$ cat config.mk
export PLATFORM = sky130hd
export DESIGN_NAME = fpu_op_sequencer
export DESIGN_NICKNAME = d
export VERILOG_FILES = /design/src/rtl/fpu_seq_pkg.sv /design/src/rtl/fpu_special_resolve.sv /design/src/rtl/fpu_op_sequencer.sv
export SDC_FILE = /design/constraint.sdc
export NUM_CORES = 1
export LEC_CHECK = 0
export BUFFER_PORTS_ARGS = -buffer_cell sky130_fd_sc_hd__buf_2
export CORE_MARGIN = 10
export CORE_UTILIZATION = 42
export CTS_BUF_LIST = sky130_fd_sc_hd__clkbuf_16
export DETAILED_ROUTE_END_ITERATION = 10
export PLACE_DENSITY = 0.86
export SYNTH_ARGS = -nofsm -noshare
export SYNTH_HDL_FRONTEND = slang
export SYNTH_SLANG_ARGS = --single-unit
$ cat constraint.sdc
create_clock -name clk -period 2.4 [get_ports clk]
set_clock_uncertainty 0.15 [all_clocks]
set_input_delay 0.6 -clock clk [delete_from_list [all_inputs] [get_ports clk]]
set_output_delay 0.6 -clock clk [all_outputs]
set_load 0.01 [all_outputs]
$ cat src/rtl/fpu_seq_pkg.sv
// Shared types and constants for the FP32 add/sub operation sequencer.
package fpu_seq_pkg;

    typedef enum logic [2:0] {
        S_IDLE,
        S_CLASSIFY,
        S_ISSUE,
        S_WAIT,
        S_RESP
    } state_e;

    typedef enum logic {
        OP_ADD = 1'b0,
        OP_SUB = 1'b1
    } op_e;

    localparam logic [31:0] FP32_QNAN    = 32'h7FC0_0000;
    localparam logic [31:0] FP32_INF_MAG = 32'h7F80_0000;

    typedef struct packed {
        logic invalid;
        logic special;
        logic timeout;
    } rsp_flags_t;

endpackage

$ cat src/rtl/fpu_special_resolve.sv
// Purpose: classify two FP32 operands and resolve IEEE add/sub special cases.
// Latency: purely combinational.
// Backpressure: none; the caller samples the outputs when it needs them.
module fpu_special_resolve
    import fpu_seq_pkg::*;
(
    input  logic [31:0] a,
    input  logic [31:0] b,
    input  logic        op,
    output logic        is_special,
    output logic [31:0] result,
    output logic        invalid
);

    logic        sa;
    logic        sb_eff;
    logic [7:0]  ea;
    logic [7:0]  eb;
    logic [22:0] fa;
    logic [22:0] fb;
    logic        a_nan, b_nan, a_inf, b_inf, a_zero, b_zero;

    assign sa     = a[31];
    assign sb_eff = b[31] ^ (op == OP_SUB);
    assign ea     = a[30:23];
    assign eb     = b[30:23];
    assign fa     = a[22:0];
    assign fb     = b[22:0];

    // Subnormals (exp 0, frac != 0) match none of these and go to the core.
    assign a_nan  = (ea == 8'hFF) && (fa != '0);
    assign b_nan  = (eb == 8'hFF) && (fb != '0);
    assign a_inf  = (ea == 8'hFF) && (fa == '0);
    assign b_inf  = (eb == 8'hFF) && (fb == '0);
    assign a_zero = (ea == 8'h00) && (fa == '0);
    assign b_zero = (eb == 8'h00) && (fb == '0);

    always_comb begin
        is_special = 1'b1;
        invalid    = 1'b0;
        result     = a;
        if (a_nan || b_nan) begin
            result = FP32_QNAN;
        end else if (a_inf && b_inf) begin
            if (sa != sb_eff) begin
                result  = FP32_QNAN;
                invalid = 1'b1;
            end else begin
                result = FP32_INF_MAG | {sa, 31'b0};
            end
        end else if (a_inf) begin
            result = FP32_INF_MAG | {sa, 31'b0};
        end else if (b_inf) begin
            result = FP32_INF_MAG | {sb_eff, 31'b0};
        end else if (a_zero && b_zero) begin
            result = {sa & sb_eff, 31'b0};
        end else if (a_zero) begin
            result = {sb_eff, b[30:0]};
        end else if (b_zero) begin
            result = a;
        end else begin
            is_special = 1'b0;
            result     = '0;
        end
    end

endmodule

$ cat src/rtl/fpu_op_sequencer.sv
// Purpose: single-issue FSM fronting the FP32 add/sub core; special cases resolved locally.
// Latency: special path 2 cycles to rsp_valid; core path 4+k, or abort after TIMEOUT WAIT cycles.
// Backpressure: req_ready only in IDLE; response held stable until rsp_ready.
module fpu_op_sequencer
    import fpu_seq_pkg::*;
#(
    parameter int TAG_W   = 4,
    parameter int TIMEOUT = 64
) (
    input  logic             clk,
    input  logic             rst,
    input  logic             req_valid,
    output logic             req_ready,
    input  logic             req_op,
    input  logic [31:0]      req_a,
    input  logic [31:0]      req_b,
    input  logic [TAG_W-1:0] req_tag,
    output logic             core_start,
    output logic             core_op,
    output logic [31:0]      core_a,
    output logic [31:0]      core_b,
    input  logic             core_done,
    input  logic [31:0]      core_result,
    output logic             core_abort,
    output logic             rsp_valid,
    input  logic             rsp_ready,
    output logic [31:0]      rsp_result,
    output logic [TAG_W-1:0] rsp_tag,
    output logic             rsp_invalid,
    output logic             rsp_special,
    output logic             rsp_timeout
);

    localparam int TW = $clog2(TIMEOUT + 1);

    state_e           state;
    logic [31:0]      a_q;
    logic [31:0]      b_q;
    logic             op_q;
    logic [TAG_W-1:0] tag_q;
    logic [TW-1:0]    timer;
    rsp_flags_t       flags;

    logic             sp_hit;
    logic [31:0]      sp_result;
    logic             sp_invalid;

    fpu_special_resolve u_special (
        .a          (a_q),
        .b          (b_q),
        .op         (op_q),
        .is_special (sp_hit),
        .result     (sp_result),
        .invalid    (sp_invalid)
    );

    assign req_ready   = (state == S_IDLE) && !rst;
    assign core_a      = a_q;
    assign core_b      = b_q;
    assign core_op     = op_q;
    assign rsp_invalid = flags.invalid;
    assign rsp_special = flags.special;
    assign rsp_timeout = flags.timeout;

    always_ff @(posedge clk) begin
        if (rst) begin
            state      <= S_IDLE;
            a_q        <= '0;
            b_q        <= '0;
            op_q       <= 1'b0;
            tag_q      <= '0;
            timer      <= '0;
            core_start <= 1'b0;
            core_abort <= 1'b0;
            rsp_valid  <= 1'b0;
            rsp_result <= '0;
            rsp_tag    <= '0;
            flags      <= '0;
        end else begin
            core_start <= 1'b0;
            core_abort <= 1'b0;
            case (state)
                S_IDLE: begin
                    if (req_valid) begin
                        a_q   <= req_a;
                        b_q   <= req_b;
                        op_q  <= req_op;
                        tag_q <= req_tag;
                        state <= S_CLASSIFY;
                    end
                end
                S_CLASSIFY: begin
                    if (sp_hit) begin
                        rsp_result <= sp_result;
                        rsp_tag    <= tag_q;
                        flags      <= '{invalid: sp_invalid, special: 1'b1, timeout: 1'b0};
                        rsp_valid  <= 1'b1;
                        state      <= S_RESP;
                    end else begin
                        core_start <= 1'b1;
                        state      <= S_ISSUE;
                    end
                end
                S_ISSUE: begin
                    timer <= TW'(TIMEOUT);
                    state <= S_WAIT;
                end
                S_WAIT: begin
                    // A done arriving with the last timer tick still counts as success.
                    if (core_done) begin
                        rsp_result <= core_result;
                        rsp_tag    <= tag_q;
                        flags      <= '0;
                        rsp_valid  <= 1'b1;
                        state      <= S_RESP;
                    end else if (timer == TW'(1)) begin
                        core_abort <= 1'b1;
                        timer      <= '0;
                        rsp_result <= FP32_QNAN;
                        rsp_tag    <= tag_q;
                        flags      <= '{invalid: 1'b0, special: 1'b0, timeout: 1'b1};
                        rsp_valid  <= 1'b1;
                        state      <= S_RESP;
                    end else begin
                        timer <= timer - TW'(1);
                    end
                end
                S_RESP: begin
                    if (rsp_ready) begin
                        rsp_valid <= 1'b0;
                        state     <= S_IDLE;
                    end
                end
                default: state <= S_IDLE;
            endcase
        end
    end

endmodule

# After elaboration in Yosys (flattened, before gate mapping)
# Index checks and enable logic that the tools add are counted.
# Widths: inputs -> output; s select.
# totals
elab_cells	106
romBits	0
regBits	121
ramBits	0
memories	0
latch_bits	0
# op_classes
order_cmp	0
n_eq_ne	13
div_mod_pow	0
reduce_logical	28
add_sub_neg	1
n_mul	0
muxes	46
shifts	0
bitwise_logic	4
# op_table
operator	n
$mux 32	11
$pmux 32 s2	1
$logic_not 23->1	2
$reduce_bool 23->1	2
$mux 3	8
$eq 8x8->1 const B	2
$logic_not 8->1	2
$mux 1	16
$pmux 3 s5	1
$mux 7	2
$pmux 7 s2	1
$mux 4	3
$logic_and 1x1->1	9
$ne 2x2->1 const B	4
$pmux 4 s2	1
$eq 7x1->1 const B	1
$sub 7x1->7 const B	1
$eq 3x2->1 const B	2
$pmux 3 s2	1
$reduce_and 3->1	2
$reduce_and 2->1	2
$reduce_and 4->1	1
$reduce_bool 2->1	2
$eq 3x1->1 const B	1
other kinds (13)	14

# Longest topological paths before layout
# depth
ltp_word	11
depth_mapped	10
mapped_depth_nobuf	8

# Modules after synthesis
# A second synthesis with hierarchy kept.
# hier_totals
cells_unflattened	751
hier_area_um2	5631.7
# by_module_without_submodules
mod	n_inst	area_each_um2	seq_area_each_um2	cells_each
fpu_op_sequencer	1	4810.9	2422.3	600
fpu_special_resolve	1	820.8	0.0	151

# Least setup slack after synthesis
# Ideal clock, no wire load.
# synth_path
path_type	input to register
startpoint	in core_done
endpoint	reg rsp_result[25]
t_arrival_ps	2079
cell_stages	8
setup_time_ps	70
t_required_ps	2180
n_path_buf	2
setup_slack_ps	101
cell_sequence	clkbuf_1 -> a211oi_2 -> nand3_1 -> nand2_1 -> a21o_1 -> buf_2 -> nand2_1 -> a21oi_1
# synth_between
elab_chain_len	2
word_cells_on_any_way	4
# synth_lines
element	line_no	rtl
start, declared	fpu_op_sequencer.sv:22	input logic core_done,
$ne 3x3->1 (no line) / $mux 32 (equally long branches)	n/a	
$reduce_and 3->1 (no line) / $pmux 32 s2 (equally long branches)	n/a	
end signal, assigned	fpu_op_sequencer.sv:94	rsp_result <= sp_result;
end signal, assigned	fpu_op_sequencer.sv:111	rsp_result <= core_result;
end, declared	fpu_op_sequencer.sv:27	output logic [31:0] rsp_result,
# Parallel ways exist; a longest one is shown, timed or not.
# A chain may end at the register's enable or synchronous reset.

# Worst setup path after layout
# layout_path
startpoint	reg a_q[2] (netlist: core_a[2])
endpoint	reg rsp_valid
# layout_between
elab_chain_len	10
word_cells_on_any_way	16
# layout_lines
element	line_no	rtl
start, declared	fpu_op_sequencer.sv:37	logic [31:0] a_q;
start signal, assigned	fpu_op_sequencer.sv:85	a_q <= req_a;
$logic_not 23->1	fpu_special_resolve.sv:33, fpu_special_resolve.sv:35	
$logic_and 1x1->1	fpu_special_resolve.sv:35	assign a_zero = (ea == 8'h00) && (fa == '0);
$mux 1 / $logic_and 1x1->1 (equally long branches)	fpu_special_resolve.sv:57, fpu_special_resolve.sv:55	
$mux 1	fpu_special_resolve.sv:55	end else if (a_zero && b_zero) begin
$mux 1	fpu_special_resolve.sv:53	end else if (b_inf) begin
$mux 1	fpu_special_resolve.sv:51	end else if (a_inf) begin
$mux 1	fpu_special_resolve.sv:44	end else if (a_inf && b_inf) begin
$mux 1 (*)	fpu_special_resolve.sv:42	if (a_nan || b_nan) begin
$ne 2x2->1 (no line) (*)	n/a	
$reduce_and 4->1 (no line) (*)	n/a	
end signal, assigned	fpu_op_sequencer.sv:75	rsp_valid <= 1'b0;
end signal, assigned	fpu_op_sequencer.sv:97	rsp_valid <= 1'b1;
end signal, assigned	fpu_op_sequencer.sv:114	rsp_valid <= 1'b1;
end, declared	fpu_op_sequencer.sv:25	output logic rsp_valid,
# Mark *: on every way between the ends. The rest lies on a longest branch, timed or not.

==> results.cfg <==
[status]
status = finished, final reports clean

[floorplanning]
ioPinCount = 214
die_area_sq_um = 17520
core_sq_um = 12210
start_util = 0.4342
die_w_um = 132.4
die_h_um = 132.4
rows = 40

[cts]
cts_htree_levels = 4
clockBufferDepth = 2
path_clk_slew_ns = 0.05
clockRootBuffer = clkbuf_16
clkLatencyLatePin_ns = 0.42
cts_sinks = 121
cts_tree = built
numCtsBuffers = 17
postCtsHoldBufs = 0

[power_and_ir_drop]
switching_share = 0.2840
power_frac_seq = 0.376
pwr_density_cell_nw_per_um2 = 788.6
ir_drop_mv = 0.8457
combPwrFrac = 0.198
p_sw_w = 0.001754
p_leak_nw = 3.446
clkPwrFrac = 0.426
intPower_w = 0.004422

[placement]
hpwl_um = 14480
gp_congestion = 0.9049
place_ws_ns = -0.1808
port_buffers = 213

[drt]
drt-initial-drc-count = 519
dr.pass1.iters = 6
drc_errors = 0
drtAntennaViolNets = 0
routed_wirelength_um = 20390
routed-via-count = 5938
viasPerCell = 5.468
wl_per_cell_um = 18.78

[timing]
worstMarginPinSlew_ns = 0.6442
slew_viol_final = 0
setup_viol = 0
fmax_ghz = 0.4294
setup_ws_ns = 0.07095
rsz0062_at_grt = true
min_period_ns = 2.329
min_period_over_period = 0.9704
hold_viol_final = 0
fin_hold_ws_ns = 0.2428
maxSlewHeadroom = 0.5706

[grt]
grt_use_total = 0.2159
antenna_found_initial = 4
grt_pass1_vias = 5647
grt_max_degree = 50
grt_overflow_total = 0
grt_pass1_wl_um = 30480

[critical_path]
crit_path_frequent_cell = nor4_4
slowest_delay_ns = 0.33
slowest_stage = dfxtp_1
critPathMaxFanout = 13
start_kind = flip-flop
arrival_ns = 2.51
path_class = flip-flop to flip-flop
crit_path_end_kind = flip-flop
cp_data_required_time_ns = 2.58
path_cells = nor4_4 > nand4_1 > buf_4 > nor3_4 > nor4_4 > a21oi_4 > buf_6 > buf_12 > nor2_1 > a311oi_1

[hold_path]
min_path_type = input port to flip-flop

[synth]
ys_seq_elements = 121
ys_seq_area_frac = 0.4568
avgSynthCellArea_sq_um = 8.120
synth_cells = 653
yosys_warnings = 0
synth_area_sq_um = 5303
yosysUniqueCellTypes = 41
syn_nets = 762

[finish]
nFillCells = 1063
final_nets = 1010
drive_gt1_frac = 0.4070
areaGrowthSynthToFinish_pct = 47.69
multi_input_area_sq_um = 2809
layout.area.seq_sq_um = 2430

[flow_run]
max-cap-violations = 0
[what timing repair did]
action | CTS | global route
pin swaps | 3 | 18
setup endpoints to repair | 40 | 40
gates cloned | 0 | 2
setup buffers | 2 | 12
gates resized for setup | 5 | 38
[cells in the mapped netlist (all sizes together)]
cell type | n | share of area
a211o | 1 | 0.0017
a211oi | 25 | 0.058
a21o | 2 | 0.0028
a21oi | 90 | 0.087
a221o | 1 | 0.0019
a22oi | 23 | 0.033
a2bb2oi | 22 | 0.036
a311oi | 2 | 0.0033
a31o | 1 | 0.0017
and2 | 2 | 0.0024
and3 | 2 | 0.0024
and4 | 1 | 0.0017
buf | 21 | 0.024
clkbuf | 31 | 0.022
dfxtp | 121 | 0.46
ha | 3 | 0.0071
inv | 4 | 0.0028
nand2 | 166 | 0.12
nand2b | 1 | 0.0012
nand3 | 7 | 0.0066
nand3b | 8 | 0.011
nand4 | 8 | 0.0094
nand4b | 1 | 0.0017
nor2 | 53 | 0.038
nor2b | 1 | 0.0012
nor3 | 12 | 0.015
nor4 | 19 | 0.022
o211ai | 4 | 0.0057
o21ai | 10 | 0.0094
o22ai | 1 | 0.0012
or2 | 1 | 0.0012
or3 | 2 | 0.0024
or4bb | 1 | 0.0021
xnor2 | 3 | 0.0050
xor2 | 3 | 0.0050
[per-stage QoR]
| step | std cells | power, W | util | setup TNS (ns) | area [sq um] |
|---|---|---|---|---|---|
| after global placement | 1034 | 0.003430 | 0.5588 | -0.2250 | 6824 |
| after CTS | 1068 | 0.006116 | 0.6122 | 0 | 7476 |
| after detailed placement | 1034 | 0.003452 | 0.5588 | -2.384 | 6824 |
| after floorplan | 653 | 0.002936 | - | 0 | 5303 |
| final | 1086 | 0.006175 | 0.6413 | 0 | 7831 |
| after global routing | 1086 | 0.006425 | 0.6413 | -1.755 | 7831 |
[power groups by stage]
stage	registers [W]	logic, W	clock network, W
after floorplan	0.00238	0.000559	0
after global placement	0.00234	0.00109	0
after detailed placement	0.00234	0.00111	0
after CTS	0.00230	0.00114	0.00267
after global routing	0.00234	0.00133	0.00275
final	0.00232	0.00122	0.00263
[cell usage in the layout (no fill, tap or decap), drive strengths merged, types with 2 or more instances in the layout]
cell type  instances
buf              279
nand2            166
dfxtp            121
a21oi             90
nor2              53
a211oi            25
a22oi             23
a2bb2oi           22
clkbuf            19
nor4              19
nor3              12
o21ai             10
nand3b             8
nand4              8
clkinv             8
nand3              7
diode              4
inv                4
o211ai             4
bufinv             4
xor2               3
xnor2              3
ha                 3
clkinvlp           3
or3                2
and3               2
a21o               2
a311oi             2
and2               2
[per-layer routing]
metal  track usage  part of all wire  vias to the layer above
li1              -                 -                     2797
met1        0.2603              0.40                     2778
met2        0.3333              0.48                      319
met3       0.07508             0.090                       44
met4        0.1076             0.027                        0
met5             0                 0                        -
[state kept, by name (all words and copies together), names as in the netlist]
register	cells
core_a	32
core_b	32
rsp_result	32
timer	7
rsp_tag	4
tag_q	4
state	3
core_abort	1
core_op	1
core_start	1
rsp_invalid	1
rsp_special	1
rsp_timeout	1
rsp_valid	1
[critical path: cells and delay by family, from the launching register on]
family / cells / cell delay [ns]
buffers and inverters: 3 / 0.46
flip-flops: 1 / 0.33
AND/OR/NAND/NOR: 5 / 0.90
AO/OA/AOI/OAI: 2 / 0.40
[area by class of cell]
type | instances | area share
repair buffers | 281 | 0.2234
clock inverters | 15 | 0.02333
well taps | 168 | 0.02684
flip-flops and latches | 121 | 0.3103
multi-input cells | 476 | 0.3587
clock buffers | 17 | 0.05432
inverters | 4 | 0.001917
diodes | 4 | 0.001278
[logic make-up after synthesis]
group | Yosys count | share of synthesized area
buf+inv | 56 | 0.04861
compound gates | 182 | 0.2416
fa+ha+maj | 3 | 0.007080
xor+xnor | 6 | 0.009912
simple gates | 285 | 0.2360
flops | 121 | 0.4568
[final timing paths]
kind	startpoint	end	slack, ns	depth (start not counted)
max	core_a[2]	rsp_valid	0.07	10
min	rsp_ready	rsp_valid	0.24	2
max reg2reg	core_a[2]	rsp_valid	0.07	10
min reg2reg	rsp_tag[0]	rsp_tag[0]	0.30	2
No activity file was read; power rests on OpenSTA's default activity.
